`config.mk`:
```
export PLATFORM = sky130hd
export DESIGN_NAME = shift_exec_stage
export DESIGN_NICKNAME = d
export VERILOG_FILES = /design/src/rtl/shift_exec_stage.sv
export SDC_FILE = /design/constraint.sdc
export NUM_CORES = 1
export LEC_CHECK = 0
export BUFFER_PORTS_ARGS = -buffer_cell sky130_fd_sc_hd__buf_2
export CORE_UTILIZATION = 45
export DETAILED_ROUTE_END_ITERATION = 16
export PLACE_DENSITY = 0.79
export SKIP_CTS_REPAIR_TIMING = 1
export SLEW_MARGIN = 5
export SYNTH_ARGS = -nofsm -noshare
export SYNTH_HDL_FRONTEND = slang
export SYNTH_HIERARCHICAL = 1
export SYNTH_SLANG_ARGS = --single-unit
```
`constraint.sdc`:
```
create_clock -name clk -period 2.37 [get_ports clk]
set_input_delay 0.3555 -clock clk [delete_from_list [all_inputs] [get_ports clk]]
set_output_delay 0.3555 -clock clk [all_outputs]
set_load 0.02 [all_outputs]
```
`src/rtl/shift_exec_stage.sv`:
```
// rtl/shift_exec_stage.sv - two-stage RV32I shift execute stage with valid/ready handshake
// Holds the combinational 32-bit barrel shifter and the pipelined decode/execute wrapper.

module barrel_shifter_optimized (
   input  logic [31:0] data,
   input  logic [4:0]  shamt,
   input  logic        right,
   input  logic        arith,
   output logic [31:0] result
);
   // Left shifts reuse the right-shift network by bit-reversing in and out.
   function automatic logic [31:0] rev32(input logic [31:0] v);
      logic [31:0] r;
      for (int i = 0; i < 32; i++) r[i] = v[31-i];
      return r;
   endfunction

   logic        fill;
   logic [31:0] stg [0:5];

   assign fill   = right & arith & data[31];
   assign stg[0] = right ? data : rev32(data);

   for (genvar i = 0; i < 5; i++) begin : g_stage
      assign stg[i+1] = shamt[i] ? {{(2**i){fill}}, stg[i][31:2**i]} : stg[i];
   end

   assign result = right ? stg[5] : rev32(stg[5]);
endmodule

module shift_exec_stage #(
   parameter int XLEN = 32,
   parameter int RD_W = 5
) (
   input  logic            clk,
   input  logic            rst,
   input  logic            flush,
   input  logic            in_valid,
   output logic            in_ready,
   input  logic [2:0]      in_funct3,
   input  logic [6:0]      in_funct7,
   input  logic            in_is_imm,
   input  logic [XLEN-1:0] in_rs1,
   input  logic [XLEN-1:0] in_rs2,
   input  logic [4:0]      in_imm,
   input  logic [RD_W-1:0] in_rd,
   output logic            out_valid,
   input  logic            out_ready,
   output logic [XLEN-1:0] out_res,
   output logic [RD_W-1:0] out_rd,
   output logic            out_illegal
);
   logic            dec_right;
   logic            dec_arith;
   logic            dec_illegal;
   logic [4:0]      dec_shamt;

   logic            s1_valid;
   logic [XLEN-1:0] s1_rs1;
   logic [4:0]      s1_shamt;
   logic            s1_right;
   logic            s1_arith;
   logic [RD_W-1:0] s1_rd;
   logic            s1_illegal;
   logic            s2_valid;

   logic            s1_adv;
   logic            s2_adv;
   logic [XLEN-1:0] shift_res;

   // RV32 shifts only look at the low five bits of rs2.
   logic unused_rs2;
   assign unused_rs2 = ^in_rs2[XLEN-1:5];

   always_comb begin
      dec_right   = 1'b0;
      dec_arith   = 1'b0;
      dec_illegal = 1'b0;
      case (in_funct3)
         3'b001: begin
            if (in_funct7 != 7'b0000000) dec_illegal = 1'b1;
         end
         3'b101: begin
            if (in_funct7 == 7'b0000000) begin
               dec_right = 1'b1;
            end else if (in_funct7 == 7'b0100000) begin
               dec_right = 1'b1;
               dec_arith = 1'b1;
            end else begin
               dec_illegal = 1'b1;
            end
         end
         default: dec_illegal = 1'b1;
      endcase
   end

   assign dec_shamt = in_is_imm ? in_imm : in_rs2[4:0];

   assign s2_adv    = !s2_valid | out_ready;
   assign s1_adv    = !s1_valid | s2_adv;
   assign in_ready  = s1_adv;
   assign out_valid = s2_valid;

   always_ff @(posedge clk or posedge rst) begin
      if (rst) begin
         s1_valid   <= 1'b0;
         s1_rs1     <= '0;
         s1_shamt   <= '0;
         s1_right   <= 1'b0;
         s1_arith   <= 1'b0;
         s1_rd      <= '0;
         s1_illegal <= 1'b0;
      end else if (flush) begin
         s1_valid <= 1'b0;
      end else if (s1_adv) begin
         s1_valid <= in_valid;
         if (in_valid) begin
            s1_rs1     <= in_rs1;
            s1_shamt   <= dec_shamt;
            s1_right   <= dec_right;
            s1_arith   <= dec_arith;
            s1_rd      <= in_rd;
            s1_illegal <= dec_illegal;
         end
      end
   end

   barrel_shifter_optimized u_shifter (
      .data   (s1_rs1),
      .shamt  (s1_shamt),
      .right  (s1_right),
      .arith  (s1_arith),
      .result (shift_res)
   );

   always_ff @(posedge clk or posedge rst) begin
      if (rst) begin
         s2_valid    <= 1'b0;
         out_res     <= '0;
         out_rd      <= '0;
         out_illegal <= 1'b0;
      end else if (flush) begin
         s2_valid <= 1'b0;
      end else if (s2_adv) begin
         s2_valid <= s1_valid;
         if (s1_valid) begin
            out_res     <= s1_illegal ? '0 : shift_res;
            out_rd      <= s1_rd;
            out_illegal <= s1_illegal;
         end
      end
   end
endmodule

```
# [Word level (Yosys, flattened, before mapping)]
# Index checks and enable logic that the tools add are counted.
[word_totals] regBits=85 latch_bits=0 mem_bits_rw=0 rom_bits=0 out_inout_bits=40 mem_count=0
[classes] n_addsub=0 mul=0 div=0 n_lt_le_gt_ge=0 eq_ne=3 shifts=0 n_mux=22 bitwise=5 reduce_logical=8
[op_table] operator="$mux 32" count=8
[op_table] operator="$mux 1" count=12
[op_table] operator="$eq 7x6->1 const B" count=1
[op_table] operator="$logic_not 7->1" count=1
[op_table] operator="$reduce_bool 7->1" count=1
[op_table] operator="$reduce_and 3->1" count=2
[op_table] operator="$mux 5" count=1
[op_table] operator="$reduce_bool 2->1" count=2
[op_table] operator="$eq 3x1->1 const B" count=1
[op_table] operator="$eq 3x3->1 const B" count=1
[op_table] operator="$and 1x1->1" count=2
[op_table] operator="$logic_not 1->1" count=2
[op_table] operator="$or 1x1->1" count=2
[op_table] operator="$pmux 1 s2" count=1
[op_table] operator="$not 1->1" count=1

# [Logic depth before layout (Yosys ltp)]
# Gate-level depths: netlist of run 1.
[logic_depth] depth_word=9 depth_mapped=12 ltp_nobuf=8

# [Hierarchy]
# The synthesis of run 1 kept the hierarchy.
[modules_own_cells] module="barrel_shifter_optimized" n_inst=1 cells_per_inst=479 area_each_um2=3881.2
[modules_own_cells] module="shift_exec_stage" n_inst=1 cells_per_inst=233 area_each_um2=3554.7

# [Worst setup path before layout of run 1]
# Ideal clock, no wire load.
[synth_timing] path_kind="register to register" from="register s1_shamt[0]" to="register out_res[30]" setup_time_ps=125 arrival_time_ps=2474 required_ps=2245 setup_slack_ps=-229 stages_incl_launch_ff=11 synth_period_minus_slack_ps=2599 path_cell_list="dfrtp_1 -> buf_6 -> buf_12 -> mux2_4 -> mux4_2 -> nand4_1 -> o21ai_1 -> or3_1 -> a2bb2oi_1 -> nor2b_1 -> mux2_2"
[synth_via] elab_chain_len=7
[synth_rtl] element="from (decl)" line_no="60" text="logic [4:0] s1_shamt;"
[synth_rtl] element="from (signal assigned)" line_no="119" text="s1_shamt <= dec_shamt;"
[synth_rtl] element="$mux 32 (5 in series)" line_no="25" text="assign stg[i+1] = shamt[i] ? {{(2**i){fill}}, stg[i][31:2**i]} : stg[i];"
[synth_rtl] element="$mux 32" line_no="28" text="assign result = right ? stg[5] : rev32(stg[5]);"
[synth_rtl] element="via shift_res[30]" line_no="69" text="logic [XLEN-1:0] shift_res;"
[synth_rtl] element="$mux 32" line_no="147" text="out_res <= s1_illegal ? '0 : shift_res;"
[synth_rtl] element="to (signal assigned)" line_no="147"
[synth_rtl] element="to (decl)" line_no="49" text="output logic [XLEN-1:0] out_res,"
# The timed path passes the listed nets, and every way through them passes these cells.
# A chain may end at the register's enable or synchronous reset.

# [Worst setup path after layout of run 1]
[layout_timing] from="register s1_shamt[0]" to="register out_res[1]"
# The elaborated chain is that of the path after synthesis.

==> impl_metrics.json, run 1 <==
{
  "tritoncts": "yes",
  "grt_max_degree": 45,
  "switchingPower_uw": 2880,
  "die_x_um": 131,
  "slew_headroom_pct": 59.7,
  "initial_utilization_pct": 46.5,
  "synth_top_area_share_pct": 28.6,
  "via_count": 7225,
  "p_comb_share_pct": 56.4,
  "fin_tns_setup_ps": -12500,
  "wl_um": 24700,
  "place_inst": 1145,
  "critPathBufInv": 3,
  "syn_nets": 802,
  "antennaDiodeCount": 0,
  "die_area_sq_um": 17000,
  "final_area_sq_um": 9960,
  "total_power_uw": 7400,
  "synth_edf_count": 0,
  "dpl.hpwl_um": 18800,
  "path_class": "flip-flop to flip-flop",
  "final_common_cell": "buf_4",
  "required_ps": 2610,
  "leakage_uw": 0.00454,
  "grt_pass1_vias": 6727,
  "finalHoldViolations": 0,
  "placed_cell_area_sq_um": 9200,
  "max-cap-violations": 0,
  "hold_class": "input pin to asynchronous set/reset pin",
  "antenna_found_initial": 0,
  "cts_buffers": 9,
  "post_synth_num_cell_types": 88,
  "final_cell_mix": "buf_4 (183), buf_2 (102), mux2_2 (85)",
  "arrival_ps": 3070,
  "setup_viol": 32,
  "sw_frac_of_total_pct": 39.0,
  "syn2layout_area_growth_pct": 34.0,
  "layout.nets": 1052,
  "ys_ff_latch": 85,
  "endpoint_kind": "flip-flop",
  "drive_above_1_share_pct": 53.7,
  "core_sq_um": 16000,
  "boundaryPins": 130,
  "rows": 46,
  "crit_family": "simple AND/OR/NAND/NOR gates",
  "clkPwrFrac_pct": 19.1,
  "status": "finished with violations",
  "ir_drop_v": 0.000641,
  "cts_root_buf": "clkbuf_16",
  "drcViolationCount": 0,
  "htree_levels": 3,
  "ys_warn_count": 6,
  "drt_iter0_markers": 722,
  "syn_avg_cell_area_sq_um": 10.4,
  "seq_area_frac_synth_pct": 28.6,
  "final_cells": 1183,
  "tightest_slew_ps": 605,
  "finalWorstSetupSlack_ps": -464,
  "synth-main-ff-cell": "dfrtp_1",
  "crit_slowest_cell": "dfrtp_4",
  "min_period_over_period_pct": 120,
  "power.internal_uw": 4510,
  "portBuffers": 102,
  "syn_area_sq_um": 7440,
  "period_minus_slack_ps": 2830,
  "overflow": 0,
  "viasPerCell": 6.11,
  "critical_path.max_stage_delay_ps": 540,
  "failed_checks": "setup timing",
  "rsz0062_at_grt": "true",
  "cts.path.max_buffers": 2,
  "fmax_mhz": 353,
  "routedWlPerCell_um": 20.9,
  "synth_top_cell_by_area": "dfrtp_1",
  "worstPathMaxFanout": 10,
  "clk_pin_slew_ps": 80,
  "synth.area.top_cells": "dfrtp_1 (29%), mux2_2 (15%), mux4_2 (8.8%)",
  "antenna_left": 0,
  "power-per-cell-area_nw_per_um2": 743,
  "cts.sinks": 85,
  "pwr-share-seq_pct": 24.5,
  "clk_latency_ps": 350,
  "grt_pass1_wl_um": 37700,
  "fin_skew_ps": 14.7,
  "startpoint_type": "flip-flop",
  "grt_usage_pct": 29.4,
  "die_h_um": 131,
  "drv_slew": 0,
  "synthCells": 712,
  "firstDrtPassIters": 7,
  "cp_cell_sequence": "buf_6, clkbuf_16, buf_4, mux2i_1, o22ai_2, nor2_1, o22ai_1, or3_4, a2bb2oi_1, nor2b_1, mux2_2",
  "async_flop_share_pct": 100,
  "gp_congestion": 0.987
}
-- state kept, by name, indices dropped and copies added, names as in the netlist, 5 cells and up --
register / count
out_rd: 5
out_res: 32
s1_rd: 5
s1_rs1: 32
s1_shamt: 5
-- stage by stage --
stage	setup WS (ps)	hold WS [ps]	utilization, %
after floorplan	-209	419	-
after global placement	-494	411	57.5
after detailed placement	-508	415	57.5
after CTS	-512	30.7	59.3
after global routing	-547	52.0	62.3
final	-464	25.2	62.3
-- cells by family after synthesis --
family / share of synthesized area, %
compound gates: 15.5
xor+xnor: 0.118
simple gates: 14.5
flops: 28.6
mux: 34.1
buf+inv: 7.17
-- worst paths after layout --
path,endpoint,startpoint,slack [ps],cells after the start
min reg2reg,out_rd[2],s1_rd[2],500,1
max in group asynchronous,out_res[14],rst,1740,3
max reg2reg,out_res[1],s1_shamt[0],-460,11
min,s1_shamt[4],rst,30,2
min in group clk,s1_rs1[15],in_rs1[15],230,2
max,out_res[1],s1_shamt[0],-460,11
-- cell type report --
cell class / count / area (sq um)
Clock buffer: 10 / 239
Timing Repair Buffer: 300 / 2150
Fill cell: 1319 / 6040
Inverter: 7 / 30.0
Sequential cell: 85 / 2130
Multi-Input combinational cell: 559 / 5080
Clock inverter: 6 / 52.6
Tap cell: 216 / 270
-- synth_stat cells, types with 5 or more instances --
| master | instances |
|---|---|
| inv_1 | 5 |
| clkbuf_1 | 19 |
| o2bb2ai_1 | 5 |
| mux4_2 | 29 |
| nor2b_1 | 44 |
| buf_2 | 11 |
| a21oi_1 | 23 |
| nor2_1 | 38 |
| o22ai_1 | 12 |
| nand2b_1 | 9 |
| buf_12 | 5 |
| a211oi_1 | 7 |
| o21ai_0 | 19 |
| a31oi_1 | 6 |
| mux2_1 | 6 |
| a32oi_1 | 5 |
| and3_1 | 7 |
| mux2_4 | 7 |
| nor4_1 | 6 |
| mux2i_1 | 55 |
| a22oi_1 | 13 |
| nor3_1 | 12 |
| o211ai_1 | 6 |
| clkbuf_8 | 9 |
| dfrtp_1 | 85 |
| buf_6 | 8 |
| nand3_1 | 18 |
| mux2_2 | 96 |
| nand2_1 | 40 |
| o21a_1 | 5 |
| o21ai_1 | 7 |
-- power by group through the flow --
stage               clock network (uW)  registers [uW]  logic [uW]
floorplan                            0            1790        2220
global placement                     0            1820        3630
detailed placement                   0            1820        3650
CTS                               1450            1790        3670
global route                      1490            1830        4390
finish                            1420            1810        4170
-- layer usage --
metal	GRT usage [%]	wire length, um	up-vias
met5	0	0	-
met4	12.7	1000	0
met3	5.29	2050	66
met2	45.4	11300	416
met1	40.3	10300	3498
li1	-	-	3245
Power figures use the tool's default switching activity.
==> run 2, diff against run 1 <==
- CTS_BUF_LIST: default -> sky130_fd_sc_hd__clkbuf_16
==> impl_metrics.json, run 2 (synthesis results as in run 1) <==
{
  "clk_latency_ps": 360,
  "tritoncts": "yes",
  "cts_buffers": 9,
  "top_regs": "out_res (32), s1_rs1 (32)",
  "die_area_sq_um": 17000,
  "syn2layout_area_growth_pct": 33.9,
  "via_count": 7256,
  "critical_path.max_stage_delay_ps": 540,
  "grt_max_degree": 45,
  "die_h_um": 131,
  "crit_slowest_cell": "dfrtp_4",
  "placed_cell_area_sq_um": 9200,
  "fillCellCount": 1321,
  "crit_family": "simple AND/OR/NAND/NOR gates",
  "core_sq_um": 16000,
  "grt_pass1_vias": 6743,
  "viasPerCell": 6.13,
  "ir_drop_v": 0.000641,
  "startpoint_type": "flip-flop",
  "hold_class": "input pin to asynchronous set/reset pin",
  "max-cap-violations": 0,
  "htree_levels": 3,
  "finalHoldViolations": 0,
  "drt_iter0_markers": 777,
  "place_ws_ps": -508,
  "final_area_sq_um": 9960,
  "endpoint_kind": "flip-flop",
  "arrival_ps": 3060,
  "power-per-cell-area_nw_per_um2": 739,
  "place_inst": 1145,
  "final_common_cell": "buf_4",
  "leakage_uw": 0.00453,
  "cts.sinks": 85,
  "tightest_slew_ps": 609,
  "portBuffers": 102,
  "failed_checks": "setup timing",
  "min_period_over_period_pct": 119,
  "wl_um": 24700,
  "clk_pin_slew_ps": 80,
  "rows": 46,
  "drcViolationCount": 0,
  "grt_usage_pct": 29.4,
  "slew_headroom_pct": 59.4,
  "firstDrtPassIters": 5,
  "gp_congestion": 0.987,
  "die_x_um": 131,
  "overflow": 0,
  "fin_worst_hold_slack_ps": 22.1,
  "finalWorstSetupSlack_ps": -454,
  "cts_root_buf": "clkbuf_16",
  "routedWlPerCell_um": 20.8,
  "cts.path.max_buffers": 2,
  "fmax_mhz": 354,
  "antenna_left": 0,
  "drive_above_1_share_pct": 53.6,
  "fin_skew_ps": 15.6,
  "required_ps": 2610,
  "cp_cell_sequence": "buf_6, clkbuf_16, buf_4, mux2i_1, o22ai_2, nor2_1, o22ai_1, or3_4, a2bb2oi_1, nor2b_1, mux2_2",
  "period_minus_slack_ps": 2820,
  "rsz0062_at_grt": "true",
  "initial_utilization_pct": 46.5,
  "layout.nets": 1052,
  "dpl.hpwl_um": 18800,
  "final_cells": 1183,
  "critPathBufInv": 3,
  "path_class": "flip-flop to flip-flop",
  "final_cell_mix": "buf_4 (183), buf_2 (102), mux2_2 (83)",
  "drv_slew": 0,
  "antennaDiodeCount": 0,
  "grt_pass1_wl_um": 37700,
  "worstPathMaxFanout": 10,
  "status": "finished with violations",
  "boundaryPins": 130,
  "antenna_found_initial": 0,
  "setup_viol": 32
}
==> run 2: cell count changes in the layout (fill, tap and decap cells not counted), sizes merged <==
cell,delta
clkinv,+1
clkbuf,-1
==> run 2: routing by layer <==
metal / GRT usage [%] / part of all wire (%) / vias up
li1: - / - / 3240
met1: 40.3 / 42 / 3532
met2: 45.6 / 46 / 421
met3: 5.29 / 8.4 / 63
met4: 12.5 / 3.9 / 0
met5: 0 / 0 / -
==> run 2: report_power, final <==
| part | internal, uW | total (uW) | switching, uW |
|---|---|---|---|
| Sequential | 1590 | 1810 | 215 |
| Clock | 724 | 1380 | 659 |
| Combinational | 2160 | 4170 | 2010 |
| Total | 4480 | 7360 | 2880 |
==> run 2: final timing paths <==
check	startpoint	to	slack, ps	cells after the start
min in group clk	flush	out_valid	230	2
max	s1_shamt[0]	out_res[1]	-450	11
max reg2reg	s1_shamt[0]	out_res[1]	-450	11
min	rst	s1_shamt[4]	20	2
min reg2reg	s1_rd[2]	out_rd[2]	500	1
max in group asynchronous	rst	out_res[14]	1740	3
==> run 2: worst register-to-register path, delay by kind of cell (launching register included) <==
kind                   cells  cell delay, ps
and+or+nand+nor            3             720
DFF                        1             540
muxes                      2             520
buffers and inverters      3             480
AOI/OAI and AO/OA          3             440
==> run 2: cell type report <==
cell class / instances / area (sq um) / area share [%]
multi-input cells: 559 / 5090 / 51.1
flip-flops and latches: 85 / 2130 / 21.4
clock inverters: 7 / 56.3 / 0.565
well taps: 216 / 270 / 2.71
inverters: 7 / 30.0 / 0.302
repair buffers: 300 / 2150 / 21.6
clock buffers: 9 / 225 / 2.26
==> run 2: per-stage QoR <==
step / utilization, % / setup TNS [ps] / power, uW
after global routing: 62.2 / -15030 / 7680
after detailed placement: 57.5 / -11590 / 5470
final: 62.2 / -12530 / 7360
after floorplan: - / -2860 / 4020
after CTS: 59.3 / -11930 / 6880
after global placement: 57.5 / -10900 / 5440
